$ cat config.mk
export PLATFORM = sky130hd
export DESIGN_NAME = seg7_scan_to_bin_flat
export DESIGN_NICKNAME = d
export VERILOG_FILES = /design/src/rtl/seg7_pkg.sv /design/src/rtl/seg7_scan_to_bin_if.sv /design/src/rtl/seg7_to_bin.sv /design/src/rtl/seg7_scan_to_bin.sv /design/src/flat_wrapper.sv
export SDC_FILE = /design/constraint.sdc
export NUM_CORES = 1
export LEC_CHECK = 0
export CORE_MARGIN = 2
export CORE_UTILIZATION = 57
export DETAILED_ROUTE_END_ITERATION = 7
export PLACE_DENSITY_LB_ADDON = 0.25
export SETUP_SLACK_MARGIN = 0.05
export SLEW_MARGIN = 10
export SYNTH_ARGS = -nofsm -noshare
export SYNTH_HDL_FRONTEND = slang
export SYNTH_SLANG_ARGS = --single-unit
$ cat constraint.sdc
create_clock -name iClk -period 2.77 [get_ports iClk]
set_input_delay 0.554 -clock iClk [delete_from_list [all_inputs] [get_ports iClk]]
set_output_delay 0.554 -clock iClk [all_outputs]
set_load 0.01 [all_outputs]
$ cat src/rtl/seg7_pkg.sv
// Shared glyph table, frame FSM states and digit count for the 7-segment encoder/decoder pair.
package seg7_pkg;

   localparam int NUM_DIGITS = 6;

   // Active-low gfedcba patterns for hex 0..F
   localparam logic [6:0] GLYPH [16] = '{
      7'h40, 7'h79, 7'h24, 7'h30, 7'h19, 7'h12, 7'h02, 7'h78,
      7'h00, 7'h10, 7'h08, 7'h03, 7'h46, 7'h21, 7'h06, 7'h0E
   };

   localparam logic [6:0] BLANK = 7'h7F;

   typedef enum logic {
      COLLECT = 1'b0,
      PUBLISH = 1'b1
   } state_t;

endpackage

$ cat src/rtl/seg7_scan_to_bin_if.sv
// Display bus plus recovered-frame outputs; DP lines exist only when SEG7_DP_EN is defined.
interface seg7_scan_to_bin_if;

   // oValid is a single-cycle strobe with no back-pressure: oDig/oErr/oDp are
   // valid in that cycle and hold until the next strobe.
   logic [6:0]  iSeg;
   logic [5:0]  iDigEn;
   logic [23:0] oDig;
   logic        oValid;
   logic [5:0]  oErr;
   logic        oStale;
`ifdef SEG7_DP_EN
   logic        iDp;
   logic [5:0]  oDp;

   modport master (output iSeg, iDigEn, iDp, input oDig, oValid, oErr, oStale, oDp);
   modport slave  (input iSeg, iDigEn, iDp, output oDig, oValid, oErr, oStale, oDp);
`else
   modport master (output iSeg, iDigEn, input oDig, oValid, oErr, oStale);
   modport slave  (input iSeg, iDigEn, output oDig, oValid, oErr, oStale);
`endif

endinterface

$ cat src/rtl/seg7_to_bin.sv
// Combinational glyph decoder: 7-bit active-low pattern to nibble, err set for non-hex patterns.
module seg7_to_bin
   import seg7_pkg::*;
(
   input  logic [6:0] seg,
   output logic [3:0] nibble,
   output logic       err
);

   always_comb begin
      nibble = '0;
      err    = 1'b1;
      for (int i = 0; i < 16; i++) begin
         if (seg == GLYPH[i]) begin
            nibble = 4'(i);
            err    = 1'b0;
         end
      end
   end

endmodule

$ cat src/rtl/seg7_scan_to_bin.sv
// Recovers a 24-bit value from a scanned six-digit 7-segment bus.
// Optional decimal-point capture is built when SEG7_DP_EN is defined.
module seg7_scan_to_bin
   import seg7_pkg::*;
#(
   parameter int STABLE_CYCLES  = 16,
   parameter int TIMEOUT_CYCLES = 1048576
) (
   input  logic                iClk,
   input  logic                iRst_n,
   seg7_scan_to_bin_if.slave   bus,
   output state_t              fsm_state
);

   localparam int CW = $clog2(STABLE_CYCLES + 1);
   localparam int TW = $clog2(TIMEOUT_CYCLES + 1);
   localparam logic [CW-1:0] CAP_AT  = CW'(STABLE_CYCLES - 1);
   localparam logic [CW-1:0] CNT_MAX = CW'(STABLE_CYCLES);
   localparam logic [TW-1:0] T_MAX   = TW'(TIMEOUT_CYCLES);
   localparam logic [TW-1:0] T_PRE   = TW'(TIMEOUT_CYCLES - 1);

   logic [6:0]            seg_s1, seg_s2, seg_p;
   logic [NUM_DIGITS-1:0] en_s1, en_s2, en_p;
   logic [CW-1:0]         stab_cnt;
   logic                  one_hot, changed, capture;
   logic [NUM_DIGITS-1:0] cap_mask, seen;
   logic [3:0]            dec_nib;
   logic                  dec_err;
   logic [NUM_DIGITS-1:0][3:0] shadow_nib, dig_q;
   logic [NUM_DIGITS-1:0] shadow_err, err_q;
   logic                  valid_q, stale_q, publish;
   logic [TW-1:0]         tcnt;
   state_t                state, state_n;
   logic                  dp_changed;

   // seg_p/en_p hold the previous synchronized sample for change detection
   always_ff @(posedge iClk or negedge iRst_n) begin
      if (!iRst_n) begin
         seg_s1 <= BLANK;
         seg_s2 <= BLANK;
         seg_p  <= BLANK;
         en_s1  <= '0;
         en_s2  <= '0;
         en_p   <= '0;
      end else begin
         seg_s1 <= bus.iSeg;
         seg_s2 <= seg_s1;
         seg_p  <= seg_s2;
         en_s1  <= bus.iDigEn;
         en_s2  <= en_s1;
         en_p   <= en_s2;
      end
   end

`ifdef SEG7_DP_EN
   logic                  dp_s1, dp_s2, dp_p;
   logic [NUM_DIGITS-1:0] shadow_dp, dp_q;

   always_ff @(posedge iClk or negedge iRst_n) begin
      if (!iRst_n) begin
         dp_s1     <= 1'b1;
         dp_s2     <= 1'b1;
         dp_p      <= 1'b1;
         shadow_dp <= '0;
         dp_q      <= '0;
      end else begin
         dp_s1 <= bus.iDp;
         dp_s2 <= dp_s1;
         dp_p  <= dp_s2;
         if (publish) dp_q <= shadow_dp;
         for (int n = 0; n < NUM_DIGITS; n++) begin
            if (cap_mask[n]) shadow_dp[n] <= ~dp_s2;
         end
      end
   end

   assign dp_changed = (dp_s2 != dp_p);
   assign bus.oDp    = dp_q;
`else
   assign dp_changed = 1'b0;
`endif

   assign one_hot  = (en_s2 != '0) && ((en_s2 & (en_s2 - 6'd1)) == '0);
   assign changed  = (seg_s2 != seg_p) || (en_s2 != en_p) || dp_changed;
   assign capture  = one_hot && !changed && (stab_cnt == CAP_AT);
   assign cap_mask = capture ? en_s2 : '0;

   always_ff @(posedge iClk or negedge iRst_n) begin
      if (!iRst_n) begin
         stab_cnt <= '0;
      end else if (changed || !one_hot) begin
         stab_cnt <= '0;
      end else if (stab_cnt != CNT_MAX) begin
         stab_cnt <= stab_cnt + 1'b1;
      end
   end

   seg7_to_bin u_dec (
      .seg    (seg_s2),
      .nibble (dec_nib),
      .err    (dec_err)
   );

   always_ff @(posedge iClk or negedge iRst_n) begin
      if (!iRst_n) state <= COLLECT;
      else         state <= state_n;
   end

   // Entering PUBLISH on the final capture itself keeps capture-to-oValid at one cycle
   always_comb begin
      state_n = state;
      publish = 1'b0;
      case (state)
         COLLECT: if ((seen | cap_mask) == '1) state_n = PUBLISH;
         PUBLISH: begin
            publish = 1'b1;
            state_n = COLLECT;
         end
         default: state_n = COLLECT;
      endcase
   end

   always_ff @(posedge iClk or negedge iRst_n) begin
      if (!iRst_n) begin
         shadow_nib <= '0;
         shadow_err <= '0;
         seen       <= '0;
         dig_q      <= '0;
         err_q      <= '0;
         valid_q    <= 1'b0;
         stale_q    <= 1'b0;
         tcnt       <= '0;
      end else begin
         valid_q <= publish;
         seen    <= (publish ? '0 : seen) | cap_mask;
         if (publish) begin
            dig_q <= shadow_nib;
            err_q <= shadow_err;
         end
         for (int n = 0; n < NUM_DIGITS; n++) begin
            if (cap_mask[n]) begin
               shadow_nib[n] <= dec_nib;
               shadow_err[n] <= dec_err;
            end
         end
         if (publish) begin
            tcnt    <= '0;
            stale_q <= 1'b0;
         end else if (state == COLLECT && tcnt != T_MAX) begin
            tcnt <= tcnt + 1'b1;
            if (tcnt == T_PRE) stale_q <= 1'b1;
         end
      end
   end

   assign bus.oDig   = dig_q;
   assign bus.oErr   = err_q;
   assign bus.oValid = valid_q;
   assign bus.oStale = stale_q;
   assign fsm_state  = state;

endmodule

$ cat src/flat_wrapper.sv
// flat-port wrapper written by rule: the top's interface ports become plain ports
module seg7_scan_to_bin_flat import seg7_pkg::*;
#(
   parameter int STABLE_CYCLES  = 16,
   parameter int TIMEOUT_CYCLES = 1048576
)
  (iClk, iRst_n, fsm_state, bus_iSeg, bus_iDigEn, bus_oDig, bus_oValid, bus_oErr, bus_oStale);
  seg7_scan_to_bin_if bus_i ();
  input  logic iClk;
  input  logic iRst_n;
  output state_t fsm_state;
  input wire logic [$bits(bus_i.iSeg)-1:0] bus_iSeg;
  input wire logic [$bits(bus_i.iDigEn)-1:0] bus_iDigEn;
  output wire logic [$bits(bus_i.oDig)-1:0] bus_oDig;
  output wire logic [$bits(bus_i.oValid)-1:0] bus_oValid;
  output wire logic [$bits(bus_i.oErr)-1:0] bus_oErr;
  output wire logic [$bits(bus_i.oStale)-1:0] bus_oStale;
  assign bus_i.iSeg = bus_iSeg;
  assign bus_i.iDigEn = bus_iDigEn;
  assign bus_oDig = bus_i.oDig;
  assign bus_oValid = bus_i.oValid;
  assign bus_oErr = bus_i.oErr;
  assign bus_oStale = bus_i.oStale;
  seg7_scan_to_bin #(.STABLE_CYCLES(STABLE_CYCLES), .TIMEOUT_CYCLES(TIMEOUT_CYCLES)) u_core (.iClk(iClk), .iRst_n(iRst_n), .bus(bus_i), .fsm_state(fsm_state));
endmodule
==> impl_metrics.toml, run 1 <==
[floorplanning]
ioPinCount = 48
dieWidth_um = 102
die_y_um = 102
coreArea_mm2 = 0.00928
dieArea_mm2 = 0.0104
num_rows = 35
start_util_pct = 59.2

[sta]
min_period_over_period_pct = 87.9
holdWs_ns = 0.0877
setup_violations = 0
layout_setup_ws_ns = 0.334
max-slew-margin-rel_pct = 31.2
drv_slew = 0
finalHoldViolCount = 0
fin_setup_tns_ns = 0
min_period_ns = 2.44
fmax_mhz = 411
finClkSkew_ns = 0.00836
worst_pin_slew_ns = 1.02
grt_setup_unrepaired = "no"

[clocking]
cts_tree = "built"
worstSkewPairLatency_ns = 0.52
cts_hold_buffers = 0
root_buffer = "clkbuf_8"
htreeDepth = 4
cts_setup_buffers = 0
cts_max_path_buffers = 2
cts_sinks = 134
clk_pin_slew_ns = 0.06
cts_resized = 0
numCtsBuffers = 17

[grt]
grt_pass1_vias = 3341
grt_first_pass_wirelength_mm = 16.8
gr-total-overflow = 0
grt_use_total_pct = 21.3
grt_max_degree = 61
antenna_found_initial = 0

[power]
power.density_mw_per_mm2 = 647
p_leak_nw = 3.13
p_sw_mw = 0.923
combinationalPowerShare_pct = 2.9
peakVddDrop_mv = 0.419
p_sw_share_pct = 21.2
power.total_mw = 4.35
p_seq_share_pct = 46.7
clockPowerShare_pct = 50.3
internal_power_mw = 3.43

[synth]
synth-seq-area-share_pct = 61.5
synth_edf_count = 0
synthFlopType = "dfrtp_1"
syn_area_per_cell_um2 = 13.1
syn-cell-area_mm2 = 0.00550
ys_seq_elements = 134
synthArstFlopShare_pct = 100
synth_nets = 441
yosysWarnings = 0
synth_cell_types = 51
synth_cells = 421

[final_layout]
syn_to_final_growth_pct = 22.2
fin_util_pct = 72.4
nets = 496
n_antenna_cell = 0
fillers = 621
final_cells = 618
fin_area_mm2 = 0.00672
drive_above_1_share_pct = 26.4

[run_status]
run_status = "finished, final reports clean"

[critical_path]
start_kind = "flip-flop"
arrival_ns = 2.83
crit_required_ns = 3.16
timing.setup.critical_path_class = "flip-flop to flip-flop"
critPathCaptureType = "flip-flop"
worstPathMaxFanout = 7
r2r_setup_slack_ns = 0.33
r2r_start = "u_core.en_s2[2]"
worst_r2r_endpoint = "u_core.shadow_err[0]"
rr_worst_depth = 5

[drt]
drt-initial-drc-count = 154
vias_per_cell = 5.47
via_count = 3378
wl_met2_mm = 4.77
avgRoutedWirePerCell_um = 15.9
drtPass1Iterations = 5
route.met3.wl_um = 432
route.detailed.drc = 0
drt-met1-wl_mm = 4.49
topRoutingLayerUsed = "met4"
final_antenna_net_count = 0
finalWirelength_mm = 9.84

[placement]
post-place-cells = 586
placed_cell_area_mm2 = 0.00612
place_congestion = 0.940
portBuffers = 47
place_ws_ns = 0.394
hpwl_mm = 6.27

[worst_hold_path]
hold_path.class = "primary input to async pin"

[run]
cap_violations = 0
cells in the mapped netlist, drive strengths merged (2+ instances only):
| master | count | share of area [%] |
|---|---|---|
| xor2 | 23 | 3.7 |
| nand2 | 17 | 1.2 |
| nand2b | 5 | 0.57 |
| mux2i | 3 | 0.55 |
| nor2 | 35 | 2.4 |
| clkbuf | 15 | 1.0 |
| nor4 | 5 | 0.57 |
| nand4 | 13 | 2.0 |
| and4 | 3 | 0.52 |
| nor3 | 5 | 0.46 |
| xnor2 | 13 | 2.1 |
| mux2 | 60 | 13 |
| nand3 | 11 | 1.0 |
| dfstp | 21 | 10 |
| dfrtp | 113 | 51 |
| or4 | 2 | 0.34 |
| ha | 5 | 1.1 |
| inv | 17 | 1.2 |
| o21ai | 7 | 0.64 |
| and3 | 8 | 0.91 |
| a21oi | 6 | 0.55 |
| o22ai | 6 | 0.68 |
| nor4b | 3 | 0.48 |
| a22oi | 3 | 0.41 |
| buf | 3 | 0.48 |
metal layers:
layer / global-route usage, % / vias up
met1: 28.9 / 1682
li1: - / 1579
met3: 6.09 / 17
met5: 0 / -
met2: 33.2 / 100
met4: 7.69 / 0
area by class of cell:
type,count,area (um^2),area share [%]
sequential,134,3380,50.3
multi-input combinational,252,1970,29.3
timing repair buffer,54,546,8.12
clock buffer,22,507,7.54
tap,129,161,2.40
clock inverter,10,91.3,1.36
inverter,17,63.8,0.950
sequential cells by signal, indices dropped and copies added (netlist names), 7 cells and up:
signal,count
u_core.bus.oDig,24
u_core.shadow_nib,24
u_core.seg_s2,7
u_core.seg_s1,7
u_core.tcnt,21
u_core.seg_p,7
placed cells by master (no fill, tap or decap), drive strengths merged, types with 2 or more instances in the layout:
cell	n
dfrtp	113
mux2	60
clkdlybuf4s50	46
nor2	35
xor2	23
clkbuf	22
dfstp	21
inv	17
nand2	17
xnor2	13
nand4	13
nand3	11
and3	8
buf	8
o21ai	7
clkinv	7
o22ai	6
a21oi	6
nor3	5
nor4	5
nand2b	5
ha	5
a22oi	3
mux2i	3
nor4b	3
and4	3
clkinvlp	2
or4	2
cells by family after synthesis:
| group | after synthesis | synth area share [%] |
|---|---|---|
| adder cells (fa/ha/maj) | 6 | 1.32 |
| buffers and inverters | 35 | 2.69 |
| XOR/XNOR | 36 | 5.74 |
| AO/OA/AOI/OAI | 34 | 4.37 |
| multiplexers | 63 | 13.2 |
| flip-flops | 134 | 61.5 |
| AND/OR/NAND/NOR | 113 | 11.2 |
critical path, stage by stage (launching register included):
cell and delay, ns:
dfrtp_1 0.47, or4_4 0.57, nor3_1 0.20, o211a_1 0.36, nand4_2 0.31, mux2_1 0.40
power groups by stage:
| stage | sequential [mW] | combinational, mW | clock, mW |
|---|---|---|---|
| finish | 2.03 | 0.128 | 2.19 |
| global route | 2.04 | 0.145 | 2.32 |
| CTS | 2.03 | 0.131 | 2.23 |
| detailed placement | 2.07 | 0.129 | 0 |
| global placement | 2.06 | 0.128 | 0 |
| floorplan | 2.05 | 0.0601 | 0 |
worst max path at each step:
| stage | slack (ns) | start | endpoint |
|---|---|---|---|
| 3_5_place_dp | 0.39 | u_core.en_s2[2] | u_core.shadow_err[0] |
| 2_1_floorplan | 0.57 | u_core.en_s2[2] | u_core.shadow_err[2] |
| 6_report | 0.33 | u_core.en_s2[2] | u_core.shadow_err[0] |
| 3_3_place_gp | 0.45 | u_core.en_s2[2] | u_core.shadow_err[0] |
| 5_1_grt | 0.11 | u_core.seg_s2[3] | u_core.shadow_err[0] |
| 4_1_cts | 0.28 | u_core.seg_s2[3] | u_core.shadow_err[0] |
No activity file was read; power rests on OpenSTA's default activity.
==> inputs of run 2 (changes only) <==
--- a/config.mk
+++ b/config.mk
@@ -6,7 +6,7 @@
 export NUM_CORES = 1
 export LEC_CHECK = 0
 export CORE_MARGIN = 2
-export CORE_UTILIZATION = 57
+export CORE_UTILIZATION = 40
 export DETAILED_ROUTE_END_ITERATION = 7
 export PLACE_DENSITY_LB_ADDON = 0.25
 export SETUP_SLACK_MARGIN = 0.05
==> run 2 against run 1 <==
Effect of this change:
- fmax fell by 2.8%
- clock skew fell by 0.0022 ns
- core utilization fell by 22 points
- critical endpoint is now u_core.fsm_state
==> impl_metrics.toml, run 2 (synthesis gave the netlist of run 1 again) <==
[run_status]
run_status = "finished, final reports clean"

[sta]
max-slew-margin-rel_pct = 40.2
fmax_mhz = 399
finClkSkew_ns = 0.00614
grt_setup_unrepaired = "no"
holdWs_ns = 0.103
min_period_ns = 2.50
worst_pin_slew_ns = 0.885
finalHoldViolCount = 0
drv_slew = 0
min_period_over_period_pct = 90.4
setup_violations = 0
fin_setup_tns_ns = 0

[drt]
final_antenna_net_count = 0
vias_per_cell = 5.02
via_count = 3336
avgRoutedWirePerCell_um = 14.9
drtPass1Iterations = 4
route.detailed.drc = 0
finalWirelength_mm = 9.91
drt-initial-drc-count = 229

[clocking]
cts_max_path_buffers = 2
cts_resized = 0
numCtsBuffers = 17
cts_setup_buffers = 0
cts_tree = "built"
clk_pin_slew_ns = 0.06
cts_hold_buffers = 0
worstSkewPairLatency_ns = 0.41
root_buffer = "clkbuf_16"
htreeDepth = 4
cts_sinks = 134

[grt]
grt_max_degree = 61
gr-total-overflow = 0
antenna_found_initial = 0
grt_use_total_pct = 15.1
grt_pass1_vias = 3439
grt_first_pass_wirelength_mm = 17.0

[floorplanning]
coreArea_mm2 = 0.0133
dieWidth_um = 121
dieArea_mm2 = 0.0147
num_rows = 42
die_y_um = 121
ioPinCount = 48
start_util_pct = 41.2

[worst_hold_path]
hold_path.class = "primary input to async pin"

[placement]
placed_cell_area_mm2 = 0.00618
place_congestion = 0.785
portBuffers = 47
hpwl_mm = 6.78

[final_layout]
nets = 498
layout_common_cells = "112 x dfrtp_1, 54 x mux2_2, 46 x clkdlybuf4s50_1"
final_common_cell = "dfrtp_1"
drive_above_1_share_pct = 26.4
n_antenna_cell = 0
syn_to_final_growth_pct = 22.6
fin_area_mm2 = 0.00674
fin_util_pct = 50.5

[critical_path]
r2r_setup_slack_ns = 0.27
cp_top_family = "simple AND/OR/NAND/NOR gates"
critical_path_buf_inv_count = 0
worst_r2r_endpoint = "u_core.fsm_state"
critPathCaptureType = "flip-flop"
rr_worst_depth = 6
worstPathMaxFanout = 7
r2r_start = "u_core.en_s2[2]"
timing.setup.critical_path_class = "flip-flop to flip-flop"
arrival_ns = 2.85
start_kind = "flip-flop"
crit_slowest_cell = "or4_4"
crit_required_ns = 3.11
critical-path-max-stage-delay_ns = 0.58
crit_chain = "or4_4 > nor3_1 > o211a_1 > nand4_2 > a22oi_1 > and4b_1"

[power]
peakVddDrop_mv = 0.349
power.density_mw_per_mm2 = 629
p_leak_nw = 3.12

[run]
cap_violations = 0
-- run 2: changes by cell type in the layout (fill, tap and decap cells not counted) --
cell       before  now
clkinv_4        3    1
clkbuf_1        1    0
buf_4           6    9
clkbuf_8        2    4
buf_12          2    1
clkbuf_16      19   17
clkinv_1        0    1
-- run 2: worst max path at each step --
stage	slack, ns	depth (start not counted)	endpoint	startpoint
after floorplan	0.57	6	u_core.shadow_err[2]	u_core.en_s2[2]
after global placement	0.45	5	u_core.shadow_err[0]	u_core.en_s2[0]
after detailed placement	0.30	6	u_core.fsm_state	u_core.en_s2[2]
after CTS	0.28	6	u_core.fsm_state	u_core.en_s2[2]
after global routing	0.16	6	u_core.fsm_state	u_core.en_s2[2]
final	0.27	6	u_core.fsm_state	u_core.en_s2[2]
-- run 2: layer usage --
| layer | share of wire [%] | up-vias | global-route usage, % |
|---|---|---|---|
| li1 | - | 1580 | - |
| met1 | 47 | 1663 | 20.0 |
| met2 | 47 | 76 | 22.9 |
| met3 | 3.7 | 17 | 3.67 |
| met4 | 2.0 | 0 | 7.83 |
| met5 | 0 | - | 0 |
-- run 2: stage by stage --
step | setup slack, ns | power [mW] | instances
finish | 0.265 | 4.24 | 665
global placement | 0.448 | 2.19 | 635
floorplan | 0.571 | 2.11 | 421
global route | 0.160 | 4.40 | 665
detailed placement | 0.295 | 2.20 | 635
CTS | 0.281 | 4.31 | 665
-- run 2: cell type report --
cell class / instances / area (um^2)
fill: 1168 / 6610
sequential: 134 / 3380
multi-input combinational: 252 / 1970
timing repair buffer: 56 / 548
clock buffer: 21 / 480
tap: 176 / 220
clock inverter: 9 / 77.6
inverter: 17 / 63.8
-- run 2: where the power goes --
part           internal, mW  switching (mW)
registers              2.00          0.0334
clock network          1.31           0.771
logic                0.0531          0.0729
==> inputs of run 3 (changes only) <==
--- a/config.mk
+++ b/config.mk
@@ -9,7 +9,6 @@
 export CORE_UTILIZATION = 40
 export DETAILED_ROUTE_END_ITERATION = 7
 export PLACE_DENSITY_LB_ADDON = 0.25
-export SETUP_SLACK_MARGIN = 0.05
 export SLEW_MARGIN = 10
 export SYNTH_ARGS = -nofsm -noshare
 export SYNTH_HDL_FRONTEND = slang
==> results of run 3 <==
No change in the layout: final DEF, timing and power equal those of run 2.
